File: config.mk
export PLATFORM = sky130hd
export DESIGN_NAME = note_lane_scroller_flat
export DESIGN_NICKNAME = d
export VERILOG_FILES = /design/src/rtl/note_lane_scroller_if.sv /design/src/rtl/note_lane_scroller.sv /design/src/flat_wrapper.sv
export SDC_FILE = /design/constraint.sdc
export NUM_CORES = 1
export LEC_CHECK = 0
export ABC_AREA = 1
export CAP_MARGIN = 10
export CORE_AREA = 2 2 543 545
export DETAILED_ROUTE_END_ITERATION = 10
export DIE_AREA = 0 0 545 547
export GPL_TIMING_DRIVEN = 0
export SLEW_MARGIN = 20
export SYNTH_ARGS = -nofsm -noshare
export SYNTH_HDL_FRONTEND = slang
export SYNTH_SLANG_ARGS = --single-unit
export TNS_END_PERCENT = 30
File: constraint.sdc
create_clock -name clk -period 18.8 [get_ports clk]
set_input_delay 3.76 -clock clk [delete_from_list [all_inputs] [get_ports clk]]
set_output_delay 3.76 -clock clk [all_outputs]
set_load 0.1 [all_outputs]
File: src/rtl/note_lane_scroller_if.sv
// Lane scroller bundle: game control, chart spawn handshake,
// key presses, judgement pulses, counters and panel pixel maps.
interface note_lane_scroller_if;
  logic         enable;
  logic         clear;
  logic         spawn_valid;
  logic [6:0]   spawn_lanes;
  logic         spawn_ready;
  logic [6:0]   key_press;
  logic [6:0]   hit_lanes;
  logic [6:0]   miss_lanes;
  logic [9:0]   hit_count;
  logic [9:0]   miss_count;
  logic [191:0] notesMap0;
  logic [191:0] notesMap1;
  logic [191:0] notesMap2;
  logic [191:0] notesMap3;
  logic [191:0] notesMap4;
  logic [191:0] notesMap5;
  logic [191:0] notesMap6;

  modport master (
    output enable, clear, spawn_valid, spawn_lanes, key_press,
    input  spawn_ready, hit_lanes, miss_lanes, hit_count, miss_count,
    input  notesMap0, notesMap1, notesMap2, notesMap3,
    input  notesMap4, notesMap5, notesMap6
  );

  modport slave (
    input  enable, clear, spawn_valid, spawn_lanes, key_press,
    output spawn_ready, hit_lanes, miss_lanes, hit_count, miss_count,
    output notesMap0, notesMap1, notesMap2, notesMap3,
    output notesMap4, notesMap5, notesMap6
  );
endinterface

File: src/rtl/note_lane_scroller.sv
// Seven scrolling note lanes with hit-window judgement at column 6
// and saturating hit/miss counters.
module note_lane_scroller #(
  parameter int unsigned TICK_DIV = 2500000,
  parameter int unsigned CNT_MAX  = 999
) (
  input logic              clk,
  input logic              rst,
  note_lane_scroller_if.slave bus
);
  localparam int unsigned TW = $clog2(TICK_DIV);
  localparam logic [TW-1:0] TICK_LAST = TW'(TICK_DIV - 1);
  // Lane colours, lane 0 in the low bits.
  localparam logic [20:0] LANE_RGB = {
    3'b111, 3'b101, 3'b011, 3'b110, 3'b001, 3'b010, 3'b100
  };

  typedef struct packed {
    logic [63:0] occ;
    logic        hit;
    logic        miss;
  } lane_t;

  function automatic lane_t lane_step(
    input logic [63:0] occ,
    input logic        key,
    input logic        tk,
    input logic        spn
  );
    lane_t       r;
    logic [63:0] kept;
    kept  = occ;
    r.hit = key && (|occ[7:5]);
    if (r.hit) begin
      if (occ[6])      kept[6] = 1'b0;
      else if (occ[7]) kept[7] = 1'b0;
      else             kept[5] = 1'b0;
    end
    r.miss = tk && kept[5];
    r.occ  = kept;
    // The shift drops the column-5 note; it was judged a miss above.
    if (tk) begin
      r.occ    = {spn, kept[63:1]};
      r.occ[4] = 1'b0;
    end
    return r;
  endfunction

  function automatic logic [9:0] sat_add(
    input logic [9:0] c,
    input logic [6:0] p
  );
    logic [10:0] s;
    s = {1'b0, c} + 11'($countones(p));
    return (s > 11'(CNT_MAX)) ? 10'(CNT_MAX) : s[9:0];
  endfunction

  logic [TW-1:0] tick_q, tick_d;
  logic [63:0]   occ_q [7];
  logic [63:0]   occ_d [7];
  logic [6:0]    hit_q, hit_d;
  logic [6:0]    miss_q, miss_d;
  logic          spawn_q, spawn_d;
  logic [9:0]    hcnt_q, hcnt_d;
  logic [9:0]    mcnt_q, mcnt_d;
  logic          tick;
  lane_t         nx [7];
  logic [191:0]  map [7];

  always_comb begin
    tick    = bus.enable && (tick_q == TICK_LAST);
    tick_d  = tick_q;
    spawn_d = 1'b0;
    hit_d   = '0;
    miss_d  = '0;
    hcnt_d  = sat_add(hcnt_q, hit_q);
    mcnt_d  = sat_add(mcnt_q, miss_q);
    for (int l = 0; l < 7; l++) begin
      nx[l] = lane_step(occ_q[l], bus.key_press[l], tick,
                        tick && bus.spawn_valid && bus.spawn_lanes[l]);
      occ_d[l] = occ_q[l];
    end
    if (bus.clear) begin
      tick_d = '0;
      hcnt_d = '0;
      mcnt_d = '0;
      for (int l = 0; l < 7; l++) occ_d[l] = '0;
    end else if (bus.enable) begin
      tick_d  = tick ? '0 : tick_q + 1'b1;
      spawn_d = tick && bus.spawn_valid;
      for (int l = 0; l < 7; l++) begin
        occ_d[l]  = nx[l].occ;
        hit_d[l]  = nx[l].hit;
        miss_d[l] = nx[l].miss;
      end
    end
  end

  always_ff @(posedge clk or posedge rst) begin
    if (rst) begin
      tick_q  <= '0;
      hit_q   <= '0;
      miss_q  <= '0;
      spawn_q <= 1'b0;
      hcnt_q  <= '0;
      mcnt_q  <= '0;
      for (int l = 0; l < 7; l++) occ_q[l] <= '0;
    end else begin
      tick_q  <= tick_d;
      hit_q   <= hit_d;
      miss_q  <= miss_d;
      spawn_q <= spawn_d;
      hcnt_q  <= hcnt_d;
      mcnt_q  <= mcnt_d;
      for (int l = 0; l < 7; l++) occ_q[l] <= occ_d[l];
    end
  end

  always_comb begin
    for (int l = 0; l < 7; l++) begin
      map[l] = '0;
      for (int c = 0; c < 64; c++)
        if (occ_q[l][c]) map[l][3*c +: 3] = LANE_RGB[3*l +: 3];
    end
  end

  assign bus.spawn_ready = spawn_q;
  assign bus.hit_lanes   = hit_q;
  assign bus.miss_lanes  = miss_q;
  assign bus.hit_count   = hcnt_q;
  assign bus.miss_count  = mcnt_q;
  assign bus.notesMap0   = map[0];
  assign bus.notesMap1   = map[1];
  assign bus.notesMap2   = map[2];
  assign bus.notesMap3   = map[3];
  assign bus.notesMap4   = map[4];
  assign bus.notesMap5   = map[5];
  assign bus.notesMap6   = map[6];
endmodule

File: src/flat_wrapper.sv
// flat-port wrapper written by rule: the top's interface ports become plain ports
module note_lane_scroller_flat 
#(
  parameter int unsigned TICK_DIV = 2500000,
  parameter int unsigned CNT_MAX  = 999
)
  (clk, rst, bus_enable, bus_clear, bus_spawn_valid, bus_spawn_lanes, bus_key_press, bus_spawn_ready, bus_hit_lanes, bus_miss_lanes, bus_hit_count, bus_miss_count, bus_notesMap0, bus_notesMap1, bus_notesMap2, bus_notesMap3, bus_notesMap4, bus_notesMap5, bus_notesMap6);
  note_lane_scroller_if bus_i ();
  input logic clk;
  input logic rst;
  input wire logic [$bits(bus_i.enable)-1:0] bus_enable;
  input wire logic [$bits(bus_i.clear)-1:0] bus_clear;
  input wire logic [$bits(bus_i.spawn_valid)-1:0] bus_spawn_valid;
  input wire logic [$bits(bus_i.spawn_lanes)-1:0] bus_spawn_lanes;
  input wire logic [$bits(bus_i.key_press)-1:0] bus_key_press;
  output wire logic [$bits(bus_i.spawn_ready)-1:0] bus_spawn_ready;
  output wire logic [$bits(bus_i.hit_lanes)-1:0] bus_hit_lanes;
  output wire logic [$bits(bus_i.miss_lanes)-1:0] bus_miss_lanes;
  output wire logic [$bits(bus_i.hit_count)-1:0] bus_hit_count;
  output wire logic [$bits(bus_i.miss_count)-1:0] bus_miss_count;
  output wire logic [$bits(bus_i.notesMap0)-1:0] bus_notesMap0;
  output wire logic [$bits(bus_i.notesMap1)-1:0] bus_notesMap1;
  output wire logic [$bits(bus_i.notesMap2)-1:0] bus_notesMap2;
  output wire logic [$bits(bus_i.notesMap3)-1:0] bus_notesMap3;
  output wire logic [$bits(bus_i.notesMap4)-1:0] bus_notesMap4;
  output wire logic [$bits(bus_i.notesMap5)-1:0] bus_notesMap5;
  output wire logic [$bits(bus_i.notesMap6)-1:0] bus_notesMap6;
  assign bus_i.enable = bus_enable;
  assign bus_i.clear = bus_clear;
  assign bus_i.spawn_valid = bus_spawn_valid;
  assign bus_i.spawn_lanes = bus_spawn_lanes;
  assign bus_i.key_press = bus_key_press;
  assign bus_spawn_ready = bus_i.spawn_ready;
  assign bus_hit_lanes = bus_i.hit_lanes;
  assign bus_miss_lanes = bus_i.miss_lanes;
  assign bus_hit_count = bus_i.hit_count;
  assign bus_miss_count = bus_i.miss_count;
  assign bus_notesMap0 = bus_i.notesMap0;
  assign bus_notesMap1 = bus_i.notesMap1;
  assign bus_notesMap2 = bus_i.notesMap2;
  assign bus_notesMap3 = bus_i.notesMap3;
  assign bus_notesMap4 = bus_i.notesMap4;
  assign bus_notesMap5 = bus_i.notesMap5;
  assign bus_notesMap6 = bus_i.notesMap6;
  note_lane_scroller #(.TICK_DIV(TICK_DIV), .CNT_MAX(CNT_MAX)) u_core (.clk(clk), .rst(rst), .bus(bus_i));
endmodule
==> out/metrics.cfg <==
[run_status]
status = completed

[placement]
place_hpwl_um = 101600
gp_congestion = 0.8454
portBuffers = 809
pre_cts_slack_ps = 11780
dp_cells = 8533

[pwr]
p_comb_share_pct = 23.5
irDropWorstVdd_mv = 0.06679
cellLeakagePower_uw = 0.02248
swShare_pct = 37.74
seqPwrFrac_pct = 35.7
p_sw_uw = 1083
p_int_uw = 1786
powerDensity_nw_per_um2 = 65.75
power_uw = 2869
clkPwrFrac_pct = 40.8

[sta]
slew_headroom_pct = 20.32
fin_skew_ps = 25.35
fin_ws_ps = 11980
timing.fmax_mhz = 146.7
slew_violations = 0
min_period_ps = 6818
finalHoldViolCount = 0
tightest_slew_ps = 1191
rsz0062_at_grt = no
period_share_pct = 36.27
finalSetupViolations = 0

[grt]
grt_usage_pct = 7.748
grt_pass1_vias = 20500
antenna_found_initial = 14
grt_pass1_wl_um = 162100
grt_max_degree = 101
grt_overflow_total = 0

[cells_and_area]
nNetsFinal = 4718
fin_cells = 8650
drive_gt1_share_pct = 24.81
fillers = 33200
syn_to_final_growth_pct = 64.49

[critical_path]
r2r_slack_ps = 14940
worstReg2RegEnd = u_core.bus.hit_count[0]
crit_type = flip-flop to output port
crit_path_cell_trace = buf_4 > clkdlybuf4s50_1
max_stage_delay_ps = 1130
setup.worst_path.end_class = output port
reg2regPathDepth = 19
critPathArrivalTime_ps = 3060
worstReg2RegStart = u_core.bus.hit_lanes[0]
crit_required_ps = 15040
start_kind = flip-flop
cp_max_fo = 14
crit_slowest_cell = clkdlybuf4s50_1

[logic_synthesis]
ys_seq_elements = 474
netlist_instances = 3212
synthArstFlopShare_pct = 100.0
netlist_top_cells_count = 1320 x nand2_1, 954 x buf_4, 474 x dfrtp_1
yosysSeqAreaShare_pct = 44.71
post-synth-top-count-cell = nand2_1
synth_area_per_cell_um2 = 8.259
synth_area_leaders = dfrtp_1 45%, buf_4 27%, nand2_1 19%, inv_1 1.4%, nand3_1 1.4%
ys.flop_type = dfrtp_1
synth_cell_types = 33
yosysWarnings = 0
synth_area_leader_cell = dfrtp_1
syn_area_um2 = 26530
yosysTopAreaCellShare_pct = 44.71
synth_edf_count = 0

[detailed_routing]
dr.pass1.iters = 5
first_iter_violations = 1416
ant_nets = 0
vias = 22880
wl_per_cell_um = 14.05
finalWirelength_um = 121600
avgViaCountPerCell = 2.645
drc = 0

[cts]
ctsResizeCount = 0
cts_tree = done
cts-root-buf = clkbuf_16
cts_buffer_depth = 3
ctsHoldBuffers = 0
clk_pin_slew_ps = 60
clkLatencyLatePin_ps = 690
cts_inserted_buffers = 58
htreeDepth = 2
postCtsSetupRepairBufs = 0
cts_sinks = 474

[floorplanning]
num_rows = 199
start_util_pct = 9.067
die_height_um = 547
die_width_um = 545
dieArea_um2 = 298100
coreArea_um2 = 292600
io_pins = 1398

[flow_run]
cap_viol_max_count = 0

[min_path]
whs_endpoint = u_core.occ_q[279]
hp-start = u_core.occ_q[279]
hold_path_class = flip-flop to flip-flop
whs_path_depth = 2

[state kept, by name (all words and copies together) (netlist names)]
signal	flops
u_core.bus.hit_count	10
u_core.bus.hit_lanes	7
u_core.bus.miss_count	10
u_core.bus.miss_lanes	7
u_core.bus.spawn_ready	1
u_core.occ_q	417
u_core.tick_q	22
[logic make-up (layout without fill, tap and decap cells)]
group | after synthesis | after routing | share of synthesized area [%]
AOI/OAI and AO/OA | 57 | 57 | 1.160
xor gates and xnor gates | 13 | 13 | 0.4292
adders and majority gates | 25 | 25 | 1.462
buffers and inverters | 1128 | 2052 | 30.03
DFF | 474 | 474 | 44.71
other | 1 | 596 | 0.01414
and+or+nand+nor | 1514 | 1514 | 22.19
[routing by layer]
layer	vias to the layer above	wire length [µm]	part of all wire [%]	track usage (%)
met1	10470	44750	37	8.610
li1	11190	-	-	-
met4	4	3213	2.6	2.227
met5	-	27	0.022	0
met3	98	9967	8.2	1.785
met2	1120	63610	52	14.48
[power groups by stage]
stage	Combinational (µW)	Sequential (µW)	Clock, µW
2_1_floorplan	639	1040	0
3_3_place_gp	668	1040	0
3_5_place_dp	672	1040	0
4_1_cts	672	1020	1220
5_1_grt	697	1020	1250
6_report	675	1020	1170
[critical path, delay by kind of cell (launching register included)]
kind	cells	cell delay, ps
buf+inv	2	1360
flops	1	1000
[layout make-up]
| class | instances | area (µm²) | share of cell area, % |
|---|---|---|---|
| Timing Repair Buffer | 815 | 8010 | 18.36 |
| Multi-Input combinational cell | 2197 | 8904 | 20.40 |
| Tap cell | 3919 | 4903 | 11.24 |
| Antenna cell | 8 | 20.02 | 0.04588 |
| Clock buffer | 80 | 1634 | 3.745 |
| Clock inverter | 29 | 324.1 | 0.7427 |
| Buffer | 1027 | 7589 | 17.39 |
| Inverter | 101 | 386.6 | 0.8860 |
| Sequential cell | 474 | 11870 | 27.19 |
[worst max-delay path by stage]
stage                         endpoint  slack [ps]              start
5_1_grt               bus_notesMap6[4]       11830  u_core.occ_q[385]
2_1_floorplan  u_core.bus.hit_count[0]        1820                rst
3_3_place_gp         u_core.occ_q[180]       -6170                rst
3_5_place_dp         u_core.occ_q[397]       11780          bus_clear
4_1_cts               bus_notesMap6[5]       11740  u_core.occ_q[385]
6_report              bus_notesMap6[5]       11980  u_core.occ_q[385]
[metrics by stage]
step	hold slack, ps	util [%]	setup TNS (ps)	area [µm²]
after floorplan	474.3	-	0	28730
after global placement	479.8	14.26	-2798510	41730
after detailed placement	481.0	14.24	0	41660
after CTS	495.2	14.91	0	43620
after global routing	514.2	14.91	0	43620
final	492.3	14.92	0	43640
[layout by cell type (no fill, tap or decap), drive strengths merged]
cell	netlist	final
a211oi	1	1
a21oi	12	12
and3	1	1
buf	1008	1063
bufinv	0	4
clkbuf	19	99
clkdlybuf4s50	0	760
clkinv	0	19
clkinvlp	0	2
conb	1	588
dfrtp	474	474
diode	0	8
fa	10	10
ha	15	15
inv	101	105
nand2	1321	1321
nand3	75	75
nand3b	5	5
nand4	8	8
nor2	92	92
nor3	6	6
nor3b	1	1
nor4	2	2
o21ai	36	36
o31ai	8	8
or2	3	3
xnor2	5	5
xor2	8	8
(Power assumes the default switching activity.)
